==> config.mk <==
export PLATFORM = sky130hd
export DESIGN_NAME = vending_machine_param
export DESIGN_NICKNAME = d
export VERILOG_FILES = /design/src/rtl/vending_pkg.sv /design/src/rtl/change_dispenser.sv /design/src/rtl/vending_machine_param.sv
export SDC_FILE = /design/constraint.sdc
export NUM_CORES = 1
export LEC_CHECK = 0
export CORE_ASPECT_RATIO = 0.7
export CORE_MARGIN = 1.5
export CORE_UTILIZATION = 46
export DETAILED_ROUTE_END_ITERATION = 8
export PLACE_DENSITY_LB_ADDON = 0.25
export SYNTH_ARGS = -nofsm -noshare
export SYNTH_HDL_FRONTEND = slang
export SYNTH_SLANG_ARGS = --single-unit
==> constraint.sdc <==
create_clock -name clk -period 4.9 [get_ports clk]
set_input_delay 1.225 -clock clk [delete_from_list [all_inputs] [get_ports clk]]
set_output_delay 1.225 -clock clk [all_outputs]
set_load 0.05 [all_outputs]
==> src/rtl/vending_pkg.sv <==
// vending_pkg: shared state encoding, coin values and price conversion
package vending_pkg;
  typedef enum logic [1:0] {IDLE, VEND, CHANGE} state_e;
  localparam int NICKEL_V  = 1;
  localparam int DIME_V    = 2;
  localparam int QUARTER_V = 5;
  function automatic int price_to_nickels(input int cents);
    return cents / 5;
  endfunction
endpackage

==> src/rtl/change_dispenser.sv <==
// change_dispenser: greedy one-coin-per-cycle payout of a loaded nickel count
module change_dispenser
  import vending_pkg::*;
#(
  parameter int CW = 3
) (
  input  logic          clk,
  input  logic          rst,
  input  logic          start_i,
  input  logic [CW-1:0] load_i,
  output logic          nickel_o,
  output logic          dime_o,
  output logic          quarter_o,
  output logic          done_o,
  output logic [CW-1:0] rem_o
);
  logic [CW-1:0] cnt_q, step;
  logic          active_q, nickel_q, dime_q, quarter_q;
  assign step = cnt_q >= CW'(QUARTER_V) ? CW'(QUARTER_V) :
                cnt_q >= CW'(DIME_V)    ? CW'(DIME_V)    : CW'(NICKEL_V);
  assign rem_o     = cnt_q - step;
  assign done_o    = active_q && rem_o == '0;
  assign nickel_o  = nickel_q;
  assign dime_o    = dime_q;
  assign quarter_o = quarter_q;
  // load on start, then pay one coin per edge until the count is exhausted
  always_ff @(posedge clk or posedge rst) begin
    if (rst) begin
      cnt_q     <= '0;
      active_q  <= 1'b0;
      nickel_q  <= 1'b0;
      dime_q    <= 1'b0;
      quarter_q <= 1'b0;
    end else begin
      nickel_q  <= active_q && step == CW'(NICKEL_V);
      dime_q    <= active_q && step == CW'(DIME_V);
      quarter_q <= active_q && step == CW'(QUARTER_V);
      if (start_i) begin
        cnt_q    <= load_i;
        active_q <= 1'b1;
      end else if (active_q) begin
        cnt_q    <= rem_o;
        active_q <= !done_o;
      end
    end
  end
endmodule

==> src/rtl/vending_machine_param.sv <==
// vending_machine_param: credit accumulation, vend handshake, stock tracking and refund
module vending_machine_param
  import vending_pkg::*;
#(
  parameter  int PRICE_CENTS = 15,
  parameter  int STOCK_MAX   = 8,
  localparam int PRICE_N     = price_to_nickels(PRICE_CENTS),
  localparam int CW          = $clog2(PRICE_N + 5),
  localparam int SW          = $clog2(STOCK_MAX + 1)
) (
  input  logic          clk,
  input  logic          reset,
  input  logic          nickel_in,
  input  logic          dime_in,
  input  logic          quarter_in,
  input  logic          coin_return_in,
  input  logic          thanks_in,
  input  logic          restock_in,
  output logic          candy_out,
  output logic          nickel_out,
  output logic          dime_out,
  output logic          quarter_out,
  output logic          busy,
  output logic          sold_out,
  output logic [CW-1:0] credit,
  output logic [SW-1:0] stock
);
  state_e        state_q, state_d;
  logic [CW-1:0] credit_q, credit_d, coin_v, sum, load, rem;
  logic [SW-1:0] stock_q, stock_d;
  logic          candy_q, candy_d, busy_q, sold_q, start, done, coin_ok;
  assign coin_ok = $onehot({nickel_in, dime_in, quarter_in}) && !sold_q;
  assign coin_v  = !coin_ok  ? '0 :
                   nickel_in ? CW'(NICKEL_V) :
                   dime_in   ? CW'(DIME_V)   : CW'(QUARTER_V);
  assign sum       = credit_q + coin_v;
  assign candy_out = candy_q;
  assign busy      = busy_q;
  assign sold_out  = sold_q;
  assign credit    = credit_q;
  assign stock     = stock_q;
  change_dispenser #(.CW(CW)) u_disp (
    .clk      (clk),
    .rst      (reset),
    .start_i  (start),
    .load_i   (load),
    .nickel_o (nickel_out),
    .dime_o   (dime_out),
    .quarter_o(quarter_out),
    .done_o   (done),
    .rem_o    (rem)
  );
  // next state: refund beats vend in IDLE; credit tracks the payout in CHANGE
  always_comb begin
    state_d  = state_q;
    credit_d = credit_q;
    stock_d  = stock_q;
    candy_d  = candy_q;
    start    = 1'b0;
    load     = credit_q;
    case (state_q)
      IDLE: begin
        if (restock_in) stock_d = SW'(STOCK_MAX);
        if (coin_return_in && sum != '0) begin
          start    = 1'b1;
          load     = sum;
          credit_d = sum;
          state_d  = CHANGE;
        end else if (coin_ok && sum >= CW'(PRICE_N)) begin
          credit_d = sum - CW'(PRICE_N);
          stock_d  = stock_d - SW'(1);
          candy_d  = 1'b1;
          state_d  = VEND;
        end else begin
          credit_d = sum;
        end
      end
      VEND: begin
        if (thanks_in) begin
          candy_d = 1'b0;
          start   = credit_q != '0;
          state_d = credit_q != '0 ? CHANGE : IDLE;
        end
      end
      CHANGE: begin
        credit_d = rem;
        state_d  = done ? IDLE : CHANGE;
      end
      default: state_d = IDLE;
    endcase
  end
  // state and registered outputs
  always_ff @(posedge clk or posedge reset) begin
    if (reset) begin
      state_q  <= IDLE;
      credit_q <= '0;
      stock_q  <= SW'(STOCK_MAX);
      candy_q  <= 1'b0;
      busy_q   <= 1'b0;
      sold_q   <= 1'b0;
    end else begin
      state_q  <= state_d;
      credit_q <= credit_d;
      stock_q  <= stock_d;
      candy_q  <= candy_d;
      busy_q   <= state_d != IDLE;
      sold_q   <= stock_d == '0;
    end
  end
endmodule
# Word level (Yosys, flattened, before mapping)
# Cells that the tools add are included.
word_totals:
  reg_bits: 19
  out_inout_bits: 13
  word_cells: 80
classes:
  n_addsub: 6
  n_lt_le_gt_ge: 3
  n_eq_ne: 9
  n_mux: 32
  n_reduce_logical: 19
ops:
  columns: ["cell", "count"]
  rows:
  - ["3-bit two-way mux", 10]
  - ["4-bit two-way mux", 5]
  - ["2-bit two-way mux", 6]
  - ["2-bit nonzero test", 4]
  - ["1-bit logical AND", 7]
  - ["1-bit two-way mux", 7]
  - ["3-bit by 2-bit >= comparator with 1-bit output, second input constant", 2]
  - ["2-bit inequality test, second input constant", 3]
  - ["2-bit case mux with 3 select lines", 1]
  - ["3-bit case mux with 2 select lines", 1]
  - ["3-bit nonzero test", 2]
  - ["2-bit by 1-bit == test with 1-bit output, second input constant", 2]
  - ["4-bit logical NOT", 1]
  - ["1-bit case mux with 2 select lines", 2]
  - ["4-bit AND reduction", 1]
  - ["4-bit by 1-bit subtractor with 4-bit output, second input constant", 1]
  - ["3-bit adder", 1]
  - ["3-bit by 1-bit == test with 1-bit output, second input constant", 1]
  - ["3-bit by 2-bit == test with 1-bit output, second input constant", 1]
  - ["3-bit == test, second input constant", 1]
  - ["3-bit >= comparator, second input constant", 1]
  - ["3-bit logical NOT", 1]
  - ["3-bit by 2-bit subtractor with 3-bit output, second input constant", 1]
  - ["3-bit subtractor", 1]
  - ["5 further kinds", 6]

# Longest topological paths before layout
depth:
  word_depth: 12
  ltp_mapped: 18
  mapped_depth_nobuf: 16

# Cells and area by module
# From an unflattened synthesis, not the netlist that was laid out.
unflattened:
  cells_unflattened: 150
  area_unflattened_um2: 1315.0
by_module_without_submodules:
  columns: ["module", "n_inst", "cells_per_inst", "area_each_um2"]
  rows:
  - ["vending_machine_param", 1, 106, 933.4]
  - ["change_dispenser", 1, 44, 381.6]

# Worst setup path after synthesis
# Ideal clock, no wire load.
synth_timing:
  path_kind: "input -> register"
  from: "input nickel_in"
  to: "register sold_q, in the netlist sold_out"
  setup_time_ps: 111
  t_arrival_ps: 4789
  required_ps: 4789
  slack_ps: -1
  stages: 13
  cell_sequence: "inv_1 -> fa_1 -> or3b_1 -> buf_2 -> or3_1 -> fa_1 -> ha_1 -> or3b_1 -> mux2_4 -> a221oi_2 -> buf_4 -> nand4_1 -> a2111oi_2"
synth_via:
  elab_chain_cells: 11
  word_cells_on_any_way: 14
  classes_between: "add/sub (2); order compare (1); eq/ne (1); mux (5); reduce/logical (5)"
synth_rtl:
  columns: ["element", "line", "text"]
  rows:
  - ["start, declared", "vending_machine_param.sv:13", "input logic nickel_in,"]
  - ["2-bit by 1-bit adder with 2-bit output (implied by the code)", "vending_machine_param.sv:32", "assign coin_ok = $onehot({nickel_in, dime_in, quarter_in}) && !sold_q;"]
  - ["2-bit by 1-bit == test with 1-bit output", "vending_machine_param.sv:32", null]
  - ["1-bit logical AND", "vending_machine_param.sv:32", null]
  - ["3-bit two-way mux", "vending_machine_param.sv:33", "assign coin_v = !coin_ok ? '0 :"]
  - ["3-bit adder", "vending_machine_param.sv:36", "assign sum = credit_q + coin_v;"]
  - ["3-bit by 2-bit >= comparator with 1-bit output", "vending_machine_param.sv:69", "end else if (coin_ok && sum >= CW'(PRICE_N)) begin"]
  - ["1-bit logical AND", "vending_machine_param.sv:69", null]
  - ["4-bit two-way mux", "vending_machine_param.sv:69", null]
  - ["4-bit two-way mux (*)", "vending_machine_param.sv:64", "if (coin_return_in && sum != '0) begin"]
  - ["4-bit two-way mux (*)", "vending_machine_param.sv:61", "case (state_q)"]
  - ["4-bit logical NOT (*)", "vending_machine_param.sv:107", "sold_q <= stock_d == '0;"]
  - ["end signal, assigned", "vending_machine_param.sv:100", "sold_q <= 1'b0;"]
  - ["end signal, assigned", "vending_machine_param.sv:107", null]
  - ["end, declared", "vending_machine_param.sv:31", "logic candy_q, candy_d, busy_q, sold_q, start, done, coin_ok;"]
# Mark *: on every way between the ends. The rest lies on a longest branch, timed or not.
# A chain may end at the register's enable or synchronous reset.

# Worst setup path after layout
layout_timing:
  from: "input quarter_in"
  to: "register sold_q, in the netlist sold_out"
layout_via:
  elab_chain_cells: 12
  word_cells_on_any_way: 14
  classes_between: "add/sub (3); order compare (1); eq/ne (1); mux (4); reduce/logical (5)"
layout_rtl:
  columns: ["element", "line", "text"]
  rows:
  - ["start, declared", "vending_machine_param.sv:15", "input logic quarter_in,"]
  - ["1-bit by 1-bit adder with 2-bit output (implied by the code) (*)", "vending_machine_param.sv:32", null]
  - ["2-bit by 1-bit adder with 2-bit output (implied by the code) (*)", "vending_machine_param.sv:32", null]
  - ["2-bit by 1-bit == test with 1-bit output (*)", "vending_machine_param.sv:32", null]
  - ["1-bit logical AND (*)", "vending_machine_param.sv:32", null]
  - ["3-bit two-way mux", "vending_machine_param.sv:33", null]
  - ["3-bit adder", "vending_machine_param.sv:36", null]
  - ["3-bit by 2-bit >= comparator with 1-bit output", "vending_machine_param.sv:69", null]
  - ["1-bit logical AND", "vending_machine_param.sv:69", null]
  - ["4-bit two-way mux", "vending_machine_param.sv:69", null]
  - ["4-bit two-way mux (*)", "vending_machine_param.sv:64", null]
  - ["4-bit two-way mux (*)", "vending_machine_param.sv:61", null]
  - ["4-bit logical NOT (*)", "vending_machine_param.sv:107", null]
# Marks and branches as above.

==> impl_metrics.tcl <==
set metrics [dict create \
    cts_tree "done" \
    finalSetupViolCount 0 \
    final_cell_count_no_fill 220 \
    drc 0 \
    wl_per_cell_um 14.7 \
    routed_wl_um 3230 \
    synth.cell_area_um2 1270 \
    initial_core_util_pct 50.1 \
    gp_congestion 0.914 \
    outcome "finished clean" \
    min_period_over_period_pct 97.6 \
    p_per_area_nw_per_um2 758 \
    clk_latency_ns 0.26 \
    yosysTopAreaCell "dfrtp_1" \
    path_max_fanout 4 \
    die_w_um 65.8 \
    fin_tns_setup_ns 0 \
    fin_crit_ns 4.78 \
    final_nets 203 \
    grt_max_degree 20 \
    hpwl_um 2320 \
    fmaxAchievable_mhz 209 \
    routed_via_density 5.58 \
    rsz0062_at_grt "no" \
    critPathMaxStageDelay_ns 0.58 \
    ctsHoldBuffers 0 \
    postSynthAreaPerCell_um2 8.70 \
    numPortBuffers 20 \
    coreArea_um2 2530 \
    placed_cell_area_um2 1620 \
    register_area_um2 477 \
    ir_drop_mv 0.374 \
    htree_levels 1 \
    worst_pin_slew_ns 0.731 \
    synthCells 146 \
    worstSetupEndpointType "flop" \
    finalHoldViolCount 0 \
    dpl.cell_count 212 \
    drtPass1Iterations 5 \
    max-slew-margin-rel_pct 51.2 \
    cp.required_ns 5.05 \
    area_growth_pct 39.6 \
    ant_nets 0 \
    grt_overflow 0 \
    antenna_found_initial 0 \
    fin_area_um2 1770 \
    worstPathCellList "clkdlybuf4s15_1, inv_1, fa_1, or3b_4, or3_4, fa_2, ha_4, or3b_1, mux2_4, a221oi_4, nand4_1, a2111oi_4" \
    ys_types 41 \
    yosysTopAreaCellShare_pct 35.5 \
    rows 15 \
    synth_fp_nets 162 \
    yosys_register_bits 19 \
    cap_violations 0 \
    ioPinCount 21 \
    critPathKind "in -> reg" \
    slew_viol_final 0 \
    ys_seq_area_share_pct 37.5 \
    vias 1228 \
    slowest_stage "fa_2" \
    skew_ns 0.0108 \
    leakagePower_nw 0.786 \
    drt_iter0_markers 74 \
    num_antenna_cells 0 \
    multiInputGateArea_um2 797 \
    cts.sinks 19 \
    start_kind "input port" \
    grtUsageTotal_pct 22.4 \
    yosys_warnings 0 \
    critPathArrivalTime_ns 4.94 \
    cts_buffers 3 \
    die_h_um 47.0 \
    fillCellCount 200 \
    drive_above_1_share_pct 27.4 \
    die_area_um2 3090 \
    grt_pass1_vias 1110 \
    ys_top_cells_by_area "dfrtp_1 35%, ha_1 5.9%, nand2_1 4.7%, a21oi_1 4.3%, o21ai_0 4.3%" \
    grt_pass1_wl_um 5110 \
    cts_root_buf "clkbuf_8" \
    cts.clk_slew.worst_paths_ns 0.07 \
    min_path_type "reg -> reg" \
    cts_max_path_buffers 2 \
]
## worst paths after layout
| check | cells after the start | slack [ns] | to | startpoint |
|---|---|---|---|---|
| worst max-delay path | 12 | 0.12 | sold_out | quarter_in |
| worst min-delay path | 2 | 0.57 | stock[1] | stock[1] |
| worst max register to register | 9 | 1.36 | sold_out | sold_out |
| worst min register to register | 2 | 0.57 | stock[1] | stock[1] |
| max in group asynchronous | 2 | 3.04 | credit[0] | reset |
| min in group asynchronous | 2 | 1.39 | u_disp.dime_o | reset |
## layer usage
layer	vias up	global-route usage, %	wire length (um)
met5	-	0	0
met1	595	31.6	1570
li1	592	-	-
met3	0	5.28	188
met2	41	36.4	1470
met4	0	3.75	0
## power breakdown
group	internal [mW]	switching, mW
Sequential	0.231	0.0861
Combinational	0.397	0.521
Clock	0.0577	0.0494
## synthesized netlist by cell type
library cell / number
o211ai_1: 1
mux2_4: 1
a21oi_1: 11
xor2_1: 3
dfstp_2: 1
nor2_1: 14
buf_4: 1
a41oi_1: 1
or3_1: 4
nand4_1: 2
buf_2: 1
a311o_1: 1
a31oi_2: 1
nor3_1: 4
or2_2: 2
a221oi_1: 1
a31o_2: 1
a2111oi_2: 1
or3b_1: 2
a22oi_1: 1
a221oi_2: 1
and3_1: 1
nor2b_1: 1
and2_1: 2
o21ai_0: 11
nand2b_1: 2
a222oi_1: 2
dfrtp_1: 18
a22o_1: 1
fa_1: 2
ha_1: 6
or2_1: 1
nand2_1: 16
clkbuf_1: 4
nand3_1: 2
mux2i_1: 2
o22a_1: 1
inv_1: 14
xnor2_1: 3
a31oi_1: 1
a21oi_2: 1
## critical path, delay by kind of cell
kind | cells | cell delay [ns]
simple gates | 4 | 1.38
fa+ha+maj | 3 | 1.14
compound gates | 2 | 0.69
mux | 1 | 0.29
buf+inv | 2 | 0.20
## layout make-up
class / instances / share of cell area (%)
clock buffers: 4 / 2.54
well taps: 34 / 2.40
repair buffers: 42 / 20.3
flip-flops and latches: 19 / 26.9
inverters: 14 / 2.96
multi-input cells: 107 / 45.0
## sequential cells by signal (all words and copies together), names as in the netlist
signal and cells:
stock 4, credit 3, u_disp.cnt_q 3, state_q 2
busy 1, candy_out 1, sold_out 1, u_disp.active_q 1
u_disp.dime_o 1, u_disp.nickel_o 1, u_disp.quarter_o 1
## cell usage in the layout, fill, tap and decap left out, types with 2 or more instances in the layout
cell type / netlist / routed
a21oi_1: 11 / 8
a21oi_2: 1 / 4
a222oi_1: 2 / 2
buf_4: 1 / 21
clkbuf_2: 0 / 2
clkbuf_8: 0 / 3
clkdlybuf4s50_1: 0 / 17
dfrtp_1: 18 / 18
ha_1: 6 / 4
inv_1: 14 / 12
inv_2: 0 / 2
mux2i_1: 2 / 2
nand2_1: 16 / 15
nand2b_1: 2 / 2
nand3_1: 2 / 2
nand4_1: 2 / 2
nor2_1: 14 / 14
nor3_1: 4 / 4
o21ai_0: 11 / 9
or2_2: 2 / 2
or3_1: 4 / 3
xnor2_1: 3 / 2
xor2_1: 3 / 3
## timing repair
action | in CTS | in global routing
pin swaps | 14 | 8
setup buffers | 3 | 1
resized for setup | 19 | 9
endpoints found under the hold margin | 0 | 0
endpoints found under the setup margin | 10 | 3
## logic make-up after synthesis
family,Yosys count,share of synthesized area [%]
and+or+nand+nor,53,20.0
AOI/OAI and AO/OA,37,20.2
buffers and inverters,20,6.30
DFF,19,37.5
adders and majority gates,8,9.06
xor gates and xnor gates,6,4.14
muxes,3,2.76
## through the flow
| step | utilization [%] | power [mW] | hold WS (ns) | setup slack, ns |
|---|---|---|---|---|
| 6_report | 70.0 | 1.34 | 0.571 | 0.117 |
| 5_1_grt | 70.0 | 1.44 | 0.609 | 0.0302 |
| 4_1_cts | 69.1 | 1.32 | 0.583 | 0.0401 |
| 3_5_place_dp | 64.0 | 1.12 | 0.568 | -0.490 |
| 3_3_place_gp | 64.0 | 1.11 | 0.535 | -0.406 |
| 2_1_floorplan | - | 0.858 | 0.560 | 0.0292 |
Power figures use the tool's default switching activity.
